<file path="src/rtl/fma_writeback_buffer.sv">
// fma_writeback_buffer: collects one result per FMA lane, then drains the
// lanes selected by the batch mask onto a single memory write port, one beat
// per handshake, at sequential addresses from a latched base.
module fma_writeback_buffer #(
    parameter int WIDTH      = 4,
    parameter int FMA_COUNT  = 4,
    parameter int ADDR_WIDTH = 8
) (
    input  logic                  clk_in,
    input  logic                  rst_in,
    input  logic [WIDTH-1:0]      d_in         [FMA_COUNT-1:0],
    input  logic                  d_valid_in   [FMA_COUNT-1:0],
    input  logic [FMA_COUNT-1:0]  lane_mask_in,
    input  logic [ADDR_WIDTH-1:0] base_addr_in,
    output logic                  ready_out,
    output logic [WIDTH-1:0]      data_out,
    output logic [ADDR_WIDTH-1:0] addr_out,
    output logic                  data_valid_out,
    input  logic                  data_ready_in,
    output logic                  done_out
);

    localparam int IDX_W = (FMA_COUNT > 1) ? $clog2(FMA_COUNT) : 1;

    typedef enum logic {
        S_COLLECT = 1'b0,
        S_DRAIN   = 1'b1
    } state_t;

    state_t                r_state;
    state_t                w_state_next;

    logic [WIDTH-1:0]      r_buf      [FMA_COUNT-1:0];
    logic [WIDTH-1:0]      w_buf_next [FMA_COUNT-1:0];
    logic [FMA_COUNT-1:0]  r_captured;
    logic [FMA_COUNT-1:0]  r_mask;
    logic [ADDR_WIDTH-1:0] r_base;
    logic [IDX_W-1:0]      r_idx;
    logic [WIDTH-1:0]      r_data;
    logic [ADDR_WIDTH-1:0] r_addr;
    logic                  r_done;

    logic [FMA_COUNT-1:0]  w_new_cap;
    logic [FMA_COUNT-1:0]  w_cap_all;
    logic [FMA_COUNT-1:0]  w_above;
    logic                  w_start;
    logic                  w_hs;
    logic                  w_last;
    logic [IDX_W-1:0]      w_first_idx;
    logic [IDX_W-1:0]      w_next_idx;

    // Lowest set bit of a lane mask (0 when the mask is empty).
    function automatic logic [IDX_W-1:0] first_set(input logic [FMA_COUNT-1:0] m);
        first_set = '0;
        for (int i = FMA_COUNT - 1; i >= 0; i--) begin
            if (m[i]) first_set = IDX_W'(i);
        end
    endfunction

    // Capture newly valid, not-yet-captured lanes while collecting; first value wins.
    always_comb begin
        // NOTE: every always_comb output gets a default first so no path leaves it unassigned (no latch).
        w_new_cap  = '0;
        w_buf_next = r_buf;
        for (int i = 0; i < FMA_COUNT; i++) begin
            if (r_state == S_COLLECT && d_valid_in[i] && !r_captured[i]) begin
                w_new_cap[i]  = 1'b1;
                w_buf_next[i] = d_in[i];
            end
        end
    end

    // Drain walk: masked lanes strictly above the current index.
    always_comb begin
        w_above = '0;
        for (int i = 0; i < FMA_COUNT; i++) begin
            w_above[i] = r_mask[i] && (i > int'(r_idx));
        end
    end

    assign w_cap_all   = r_captured | w_new_cap;
    assign w_start     = (r_state == S_COLLECT) && (lane_mask_in != '0) &&
                         ((w_cap_all & lane_mask_in) == lane_mask_in);
    assign w_first_idx = first_set(lane_mask_in);
    assign w_next_idx  = first_set(w_above);
    assign w_last      = (w_above == '0);
    assign w_hs        = (r_state == S_DRAIN) && data_ready_in;

    // FSM state register.
    always_ff @(posedge clk_in) begin
        // NOTE: sequential state uses non-blocking assignments so all registers update together at the edge.
        if (rst_in) r_state <= S_COLLECT;
        else        r_state <= w_state_next;
    end

    // FSM next state: leave COLLECT once the mask is covered, leave DRAIN on the last beat.
    always_comb begin
        w_state_next = r_state;
        case (r_state)
            S_COLLECT: if (w_start)          w_state_next = S_DRAIN;
            S_DRAIN:   if (w_hs && w_last)   w_state_next = S_COLLECT;
            default:                         w_state_next = S_COLLECT;
        endcase
    end

    // Result storage; validity is tracked by r_captured, so the contents need no reset.
    always_ff @(posedge clk_in) begin
        // NOTE: data storage is deliberately not reset; a lane is only read after r_captured marks it written.
        r_buf <= w_buf_next;
    end

    // Batch control and registered write-port outputs.
    always_ff @(posedge clk_in) begin
        if (rst_in) begin
            r_captured <= '0;
            r_mask     <= '0;
            r_base     <= '0;
            r_idx      <= '0;
            r_data     <= '0;
            r_addr     <= '0;
            r_done     <= 1'b0;
        end else begin
            r_done <= w_hs && w_last;
            if (w_start) begin
                r_captured <= w_cap_all;
                r_mask     <= lane_mask_in;
                r_base     <= base_addr_in;
                r_idx      <= w_first_idx;
                r_data     <= w_buf_next[w_first_idx];
                r_addr     <= base_addr_in + ADDR_WIDTH'(w_first_idx);
            end else if (r_state == S_COLLECT) begin
                r_captured <= w_cap_all;
            end else if (w_hs) begin
                if (w_last) begin
                    // Batch finished: release all lanes, outputs keep the last beat.
                    r_captured <= '0;
                end else begin
                    r_idx  <= w_next_idx;
                    r_data <= r_buf[w_next_idx];
                    r_addr <= r_base + ADDR_WIDTH'(w_next_idx);
                end
            end
        end
    end

    assign ready_out      = (r_state == S_COLLECT);
    assign data_valid_out = (r_state == S_DRAIN);
    assign data_out       = r_data;
    assign addr_out       = r_addr;
    assign done_out       = r_done;

endmodule

</file>
<file path="config.mk">
export PLATFORM = sky130hd
export DESIGN_NAME = fma_writeback_buffer
export DESIGN_NICKNAME = d
export VERILOG_FILES = /design/src/rtl/fma_writeback_buffer.sv
export SDC_FILE = /design/constraint.sdc
export NUM_CORES = 1
export LEC_CHECK = 0
export ABC_AREA = 1
export BUFFER_PORTS_ARGS = -buffer_cell sky130_fd_sc_hd__buf_4
export CAP_MARGIN = 20
export CELL_PAD_IN_SITES_DETAIL_PLACEMENT = 0
export CELL_PAD_IN_SITES_GLOBAL_PLACEMENT = 1
export CORE_ASPECT_RATIO = 1.1
export CORE_UTILIZATION = 39
export CTS_BUF_LIST = sky130_fd_sc_hd__clkbuf_8
export DETAILED_ROUTE_END_ITERATION = 10
export HOLD_SLACK_MARGIN = 0.12
export PLACE_DENSITY = 0.91
export SLEW_MARGIN = 20
export SYNTH_ARGS = -nofsm -noshare
export SYNTH_HDL_FRONTEND = slang
export SYNTH_SLANG_ARGS = --single-unit
</file>
<file path="constraint.sdc">
create_clock -name clk_in -period 3.6 [get_ports clk_in]
set_input_delay 0 -clock clk_in [delete_from_list [all_inputs] [get_ports clk_in]]
set_output_delay 0 -clock clk_in [all_outputs]
set_load 0.005 [all_outputs]
</file>
==> run metrics, run 1 <==
largest net degree at the start of global routing 27; mux share of post-synthesis cell area 0%; XOR/XNOR Fraction of Synth Area 3.30%; CP Data Arrival Time 2.55 ns; Worst setup SP type input port; Total Routing Usage GR 23.0%; Initial Util 40.2%; r2r worst-path depth 11; slowest CP cell dlygate4sd3_1; clk_skew about 0.0065 ns; RSZ-0062 raised after global routing false; Final Setup Violations 0; Seq cells post-synth 47; Die H 88.5 um; IO Pins 50; HP Class input port to flip-flop; post-synthesis compound-gate area fraction under 10%; drt first-iter violations 145; crit path kind input port to flip-flop; worst reg2reg startpoint r_idx[0]; drt first pass iters 4; register-to-register path setup slack 1.27 ns; Post-Syn Instances 398; Critical Path Most Common Cell nand2_1; Worst-Margin Slew 0.642 ns; max incr delay on CP 0.55 ns; HPWL Detailed 5.44 mm; H-tree Lvls 2; clock sinks 47; largest fanout on the critical path 10; Vias 2,825; first-pass GRT wire length 12.6 mm; CTS tree built; post-synthesis sequential area ratio about 35%; EDFF count, synth 0; die area 7140 um2; port bufs 49; TritonCTS Buffers 5; Hold Crit Depth 7; main combinational cell family by area after synthesis simple AND/OR/NAND/NOR gates; min-delay src lane_mask_in[0]; Remaining Overflow, GRT 0; maximum capacitance violations 0; WP data required 3.80 ns; WHS roughly 0.32 ns; clk_lat worst skew 0.29 ns; CP Cell Sequence dlygate4sd3_1, buf_4, inv_1, nand2_1, nand2_1, nand2_2, inv_2, ha_1, inv_1, fa_1, nor2_1, nand2_1, xor2_1, nand2_1, o211ai_1, nand2_1, inv_1; synth-to-layout area growth 32.4%; setup TNS 0 ns; DRC viols 0; Post-Synth Adder-Cell Area 3.40%; Rel. slew slack 57.2%; routability cong. 0.921; Post-Syn Area 2650 um2; WHS Endpoint data_out[2]; Clock Path Buffers 2; Placement Cell Area 3050 um2; core area between 6000 and 7000 um2; number of placement rows 31; Ant. Diodes 0; clock root cell clkbuf_8; Synth Warn # 0; Distinct cells, synth 29; wire length per cell roughly 14 um; P_leak 1.79 nW; Post-Route WL 7.65 mm; maximum VDD drop 0.225 mV; Reg-to-Reg End addr_out[6]; Post-synth ARST share 0%; fin crit share 65.5%; fin. max-slew vios 0; Worst-path clk slew 0.08 ns; Cell Pwr Density 526 nW/um2; top_reg_cell synth dfxtp_1; number of global-route vias before repair between 2,000 and 3,000; commonest non-fill, non-tap cells in the layout nand2_1, nand3_1, inv_1; status finished, final reports clean; layout cells sized above 1 15.3%; final hold violation count 0; Final min period 2.36 ns; synthesized area per cell 6.66 um2; Synth Net Count 439; Post-Synth Simple-Gate Area 37.5%; Fmax between 0.4 and 0.5 GHz; Final #Nets 523; Final Instance Area around 3500 um2; initial antenna violation count 0; Crit. End Element flip-flop; via-per-instance ratio 5.00; final antenna-violating net count 0; Die Span X ~81 um; commonest non-fill, non-tap cell in the layout nand2_1
==> metrics by stage <==
step,util (%),setup slack (ns),instances,power (mW)
after floorplan,-,1.63,398,1.29
after global placement,46.2,1.40,519,1.50
after detailed placement,46.2,1.29,519,1.51
after CTS,53.2,1.27,565,1.85
after global routing,53.2,1.05,565,2.01
final,53.2,1.24,565,1.85
==> per-layer routing <==
layer	up-vias	track usage, %	routed length (um)
met3	17	3.09	219
met1	1292	27.9	3480
met2	71	41.9	3830
met5	-	0	0
met4	0	6.82	130
li1	1445	-	-
==> how the worst max path moves through the flow <==
stage,cells past startpoint,end,slack (ns),start
detailed placement,11,addr_out[6],1.29,r_idx[1]
floorplan,12,addr_out[6],1.63,r_idx[1]
global route,12,addr_out[5],1.05,r_idx[0]
finish,17,addr_out[4],1.24,lane_mask_in[2]
CTS,11,addr_out[6],1.27,r_idx[0]
global placement,12,addr_out[5],1.40,r_idx[1]
==> cell families after synthesis <==
group           count (synthesis)
buf+inv                        73
xor+xnor                       10
simple gates                  220
fa+ha+maj                       6
flops                          47
compound gates                 42
==> sequential cells by signal, indices dropped and copies added (netlist names) <==
name            count
addr_out            8
data_out            4
data_valid_out      1
done_out            1
r_base              8
r_buf              16
r_captured          4
r_idx               2
r_mask              3
==> timing repair <==
item,CTS,global route
resized for setup,0,0
hold buffers,38,0
endpoints found under the hold margin,42,0
setup buffers,0,0
==> report_power, final <==
part	switching, mW	leakage [nW]	internal, mW	total, mW
combinational	0.483	1.35	0.317	0.800
sequential	0.0838	0.390	0.664	0.748
clock	0.169	0.0505	0.131	0.300
==> area by class of cell <==
| cell class | count | area, um2 |
|---|---|---|
| Clock buffer | 5 | 68.8 |
| Multi-Input combinational cell | 278 | 1400 |
| Fill cell | 675 | 3080 |
| Tap cell | 82 | 103 |
| Timing Repair Buffer | 88 | 756 |
| Clock inverter | 3 | 12.5 |
| Sequential cell | 47 | 941 |
| Inverter | 62 | 233 |
==> synthesized netlist by cell type, types with 4 or more instances <==
library cell,instances,area (um2)
nand4_1,14,87.6
inv_1,55,206
xor2_1,7,61.3
o21ai_0,7,35.0
nor2_1,24,90.1
ha_1,4,50.1
dfxtp_1,47,941
and2_1,4,25.0
nand2_1,104,390
nand2_2,4,25.0
o22ai_1,4,25.0
nand3_1,59,295
a21oi_1,19,95.1
inv_2,7,26.3
buf_6,4,45.0
o21ai_1,9,45.0
==> worst max-delay path, delay by kind of cell <==
family          cells  cell delay, ns
buf+inv             6            1.06
xor+xnor            1            0.14
simple gates        7            0.69
compound gates      1            0.09
fa+ha+maj           2            0.57
Power figures use the tool's default switching activity.
==> run 2: changes to the inputs <==
Settings changed: CORE_UTILIZATION 39 to 36, PLACE_DENSITY 0.91 to 0.88.
Clock period 3.6 ns to 2 ns, I/O delays scaled along.
==> run 2 against run 1 <==
  * Non-clock buffer count increased by 12
  * Utilization decreased by 1.6 points
  * Largest power group unchanged
  * Critical path type is now flip-flop to flip-flop
  * Setup slack got worse by 1.1 ns
  * Cell area increased by 4.2%
  * Hold slack got worse by 0.054 ns
  * The flow now finishes with violations (DRC)
  * Via count increased by 0.71%
  * Critical path depth decreased by 5
  * First-iteration DRC count increased by 12%
  * Register-to-register slack got worse by 1.1 ns
==> run metrics, run 2 (same netlist as run 1, synthesis figures left out) <==
final hold violation count 0 (unchanged); HP Class input port to flip-flop; Die H 92.0 um (+4.0%); setup TNS 0 ns (unchanged); via-per-instance ratio 4.91 (-1.9%); number of flip-flops in the largest register 16 (unchanged); crit path kind flip-flop to flip-flop; clk_lat worst skew 0.30 ns (about the same); status finished, violations left; H-tree Lvls 2 (unchanged); register area 942 um2 (+0.13%); wire length per cell 13.1 um (-3.0%); cell family with most CP delay adder cells; Power Total 3.44 mW (+86%); fin crit share 93.5%; Fmax 0.535 GHz; HPWL Detailed 5.53 mm (+1.5%); CP Data Arrival Time 2.10 ns (-0.45 ns); number of placement rows 32 (+3.2%); routability cong. 0.835 (-9.4%); Total Routing Usage GR 21.1% (-1.8 points); Cell Pwr Density 940 nW/um2 (+79%); slowest CP cell fa_2; crit path buf inv count 1 (-5); Clock Path Buffers 2 (unchanged); number of global-route vias before repair 2,836 (+4.0%); maximum capacitance violations 0 (unchanged); CTS tree built; Gate power share 44.7% (+1.4 points); Rel. slew slack 59.4% (+2.2 points); sequential share of power 38.9% (-1.6 points); clock root cell clkbuf_8; Crit. End Element flip-flop; fin. max-slew vios 0 (unchanged); layout cells sized above 1 19.4% (+4.1 points); clock sinks 47 (unchanged); initial antenna violation count 0 (unchanged); area of the multi-input gates 1440 um2 (+3.0%); Critical Path Most Common Cell nand2_2; drt first-iter violations 162 (+12%); P_int 2.09 mW (+88%); IO Pins 50 (unchanged); drt first pass iters 7 (+3); violated checks DRC; clk_skew 0.00992 ns (+0.00344 ns); Vias 2,845 (+0.71%); fin cells 580 (+2.7%); commonest non-fill, non-tap cells in the layout nand2_1, buf_4, nand3_1; largest net degree at the start of global routing 22 (-19%); filler instances 707 (+4.7%); Remaining Overflow, GRT 0 (unchanged); Worst-path clk slew 0.09 ns (about the same); Post-Route WL 7.62 mm (-0.42%); synth-to-layout area growth 37.9%; port bufs 49 (unchanged); P_leak 1.85 nW (+3.2%); Initial Util 37.4% (-2.8 points); largest fanout on the critical path 5 (-5); commonest non-fill, non-tap cell in the layout nand2_1; TritonCTS Buffers 5 (unchanged); Final min period 1.87 ns; Psw 1.35 mW (+84%); Sw Ratio 39.3% (-0.53 points); clock network fraction of total power 16.4% (about the same); Biggest register r_buf; Final Setup Violations 0 (unchanged); final antenna-violating net count 0 (unchanged); die area 7720 um2 (+8.1%); Final #Nets 535 (+2.3%); first-pass GRT wire length 12.9 mm (+2.1%); CP Cell Sequence inv_2, nand2_2, nand3_2, nand2_2, ha_2, fa_2, nand3_1, nor2_1, xor2_1, o21ai_1, nand2_1, a21oi_1; RSZ-0062 raised after global routing true; DRC viols 8 (+8); Die Span X 83.8 um (+4.0%); WP data required 2.23 ns (-1.57 ns); fin util 51.6% (-1.6 points); max incr delay on CP 0.38 ns (-0.17 ns); maximum VDD drop 0.371 mV (+65%); Worst-Margin Slew 0.608 ns (-0.0340 ns); core area 7090 um2 (+7.5%); # Post-CTS Setup Buffers 0 (unchanged); Inst Count DP 534 (+2.9%); Ant. Diodes 0 (unchanged); Worst setup SP type flip-flop
-- run 2: cell types whose count changed in the layout (fill, tap and decap cells not counted), sizes merged --
cell | previous run | this run
buf | 50 | 61
dlygate4sd3 | 38 | 39
-- run 2: path summary, 6_finish.rpt --
kind                                       from             end  slack [ns]  depth (start not counted)
worst max register to register         r_idx[1]     addr_out[6]        0.13                         12
worst min-delay path            lane_mask_in[2]  data_valid_out        0.26                          6
worst max-delay path                   r_idx[1]     addr_out[6]        0.13                         12
worst min register to register        r_base[7]       r_base[7]        0.48                          2
-- run 2: area by class of cell --
cell class / count / area share, %
Clock buffer: 5 / 1.88
Inverter: 62 / 6.43
Tap cell: 85 / 2.91
Timing Repair Buffer: 100 / 23.3
Clock inverter: 3 / 0.342
Sequential cell: 47 / 25.8
Multi-Input combinational cell: 278 / 39.4
-- run 2: what timing repair did --
action / CTS / global route
resized for setup: 0 / 15
hold endpoints to repair: 42 / 0
setup endpoints to repair: 0 / 5
hold buffers: 39 / 0
-- run 2: metrics by stage --
stage               setup WS (ns)  area, um2  hold slack, ns
floorplan                  0.0293       2650           0.149
global placement            0.135       3140           0.260
detailed placement         0.0731       3140           0.259
CTS                        0.0287       3610           0.239
global route             0.000802       3660           0.315
finish                      0.129       3660           0.262
-- run 2: worst reg2reg max path, stage by stage (launching register included) --
cell and delay, ns:
dfxtp_1 0.33, inv_2 0.08, nand2_2 0.08, nand3_2 0.09
nand2_2 0.06, ha_2 0.19, fa_2 0.38, nand3_1 0.10
nor2_1 0.05, xor2_1 0.14, o21ai_1 0.12, nand2_1 0.06
a21oi_1 0.12
-- run 2: power by group through the flow --
stage | sequential, mW | clock, mW | combinational [mW]
4_1_cts | 1.33 | 0.577 | 1.52
6_report | 1.34 | 0.564 | 1.54
3_5_place_dp | 1.35 | 0 | 1.43
5_1_grt | 1.37 | 0.632 | 1.74
3_3_place_gp | 1.35 | 0 | 1.41
2_1_floorplan | 1.33 | 0 | 0.999
-- run 2: layer usage --
| metal | vias to the layer above | share of wire [%] | track usage, % |
|---|---|---|---|
| met1 | 1287 | 44 | 24.5 |
| met5 | - | 0 | 0 |
| li1 | 1469 | - | - |
| met3 | 22 | 3.2 | 3.78 |
| met4 | 0 | 3.1 | 9.91 |
| met2 | 67 | 49 | 37.6 |
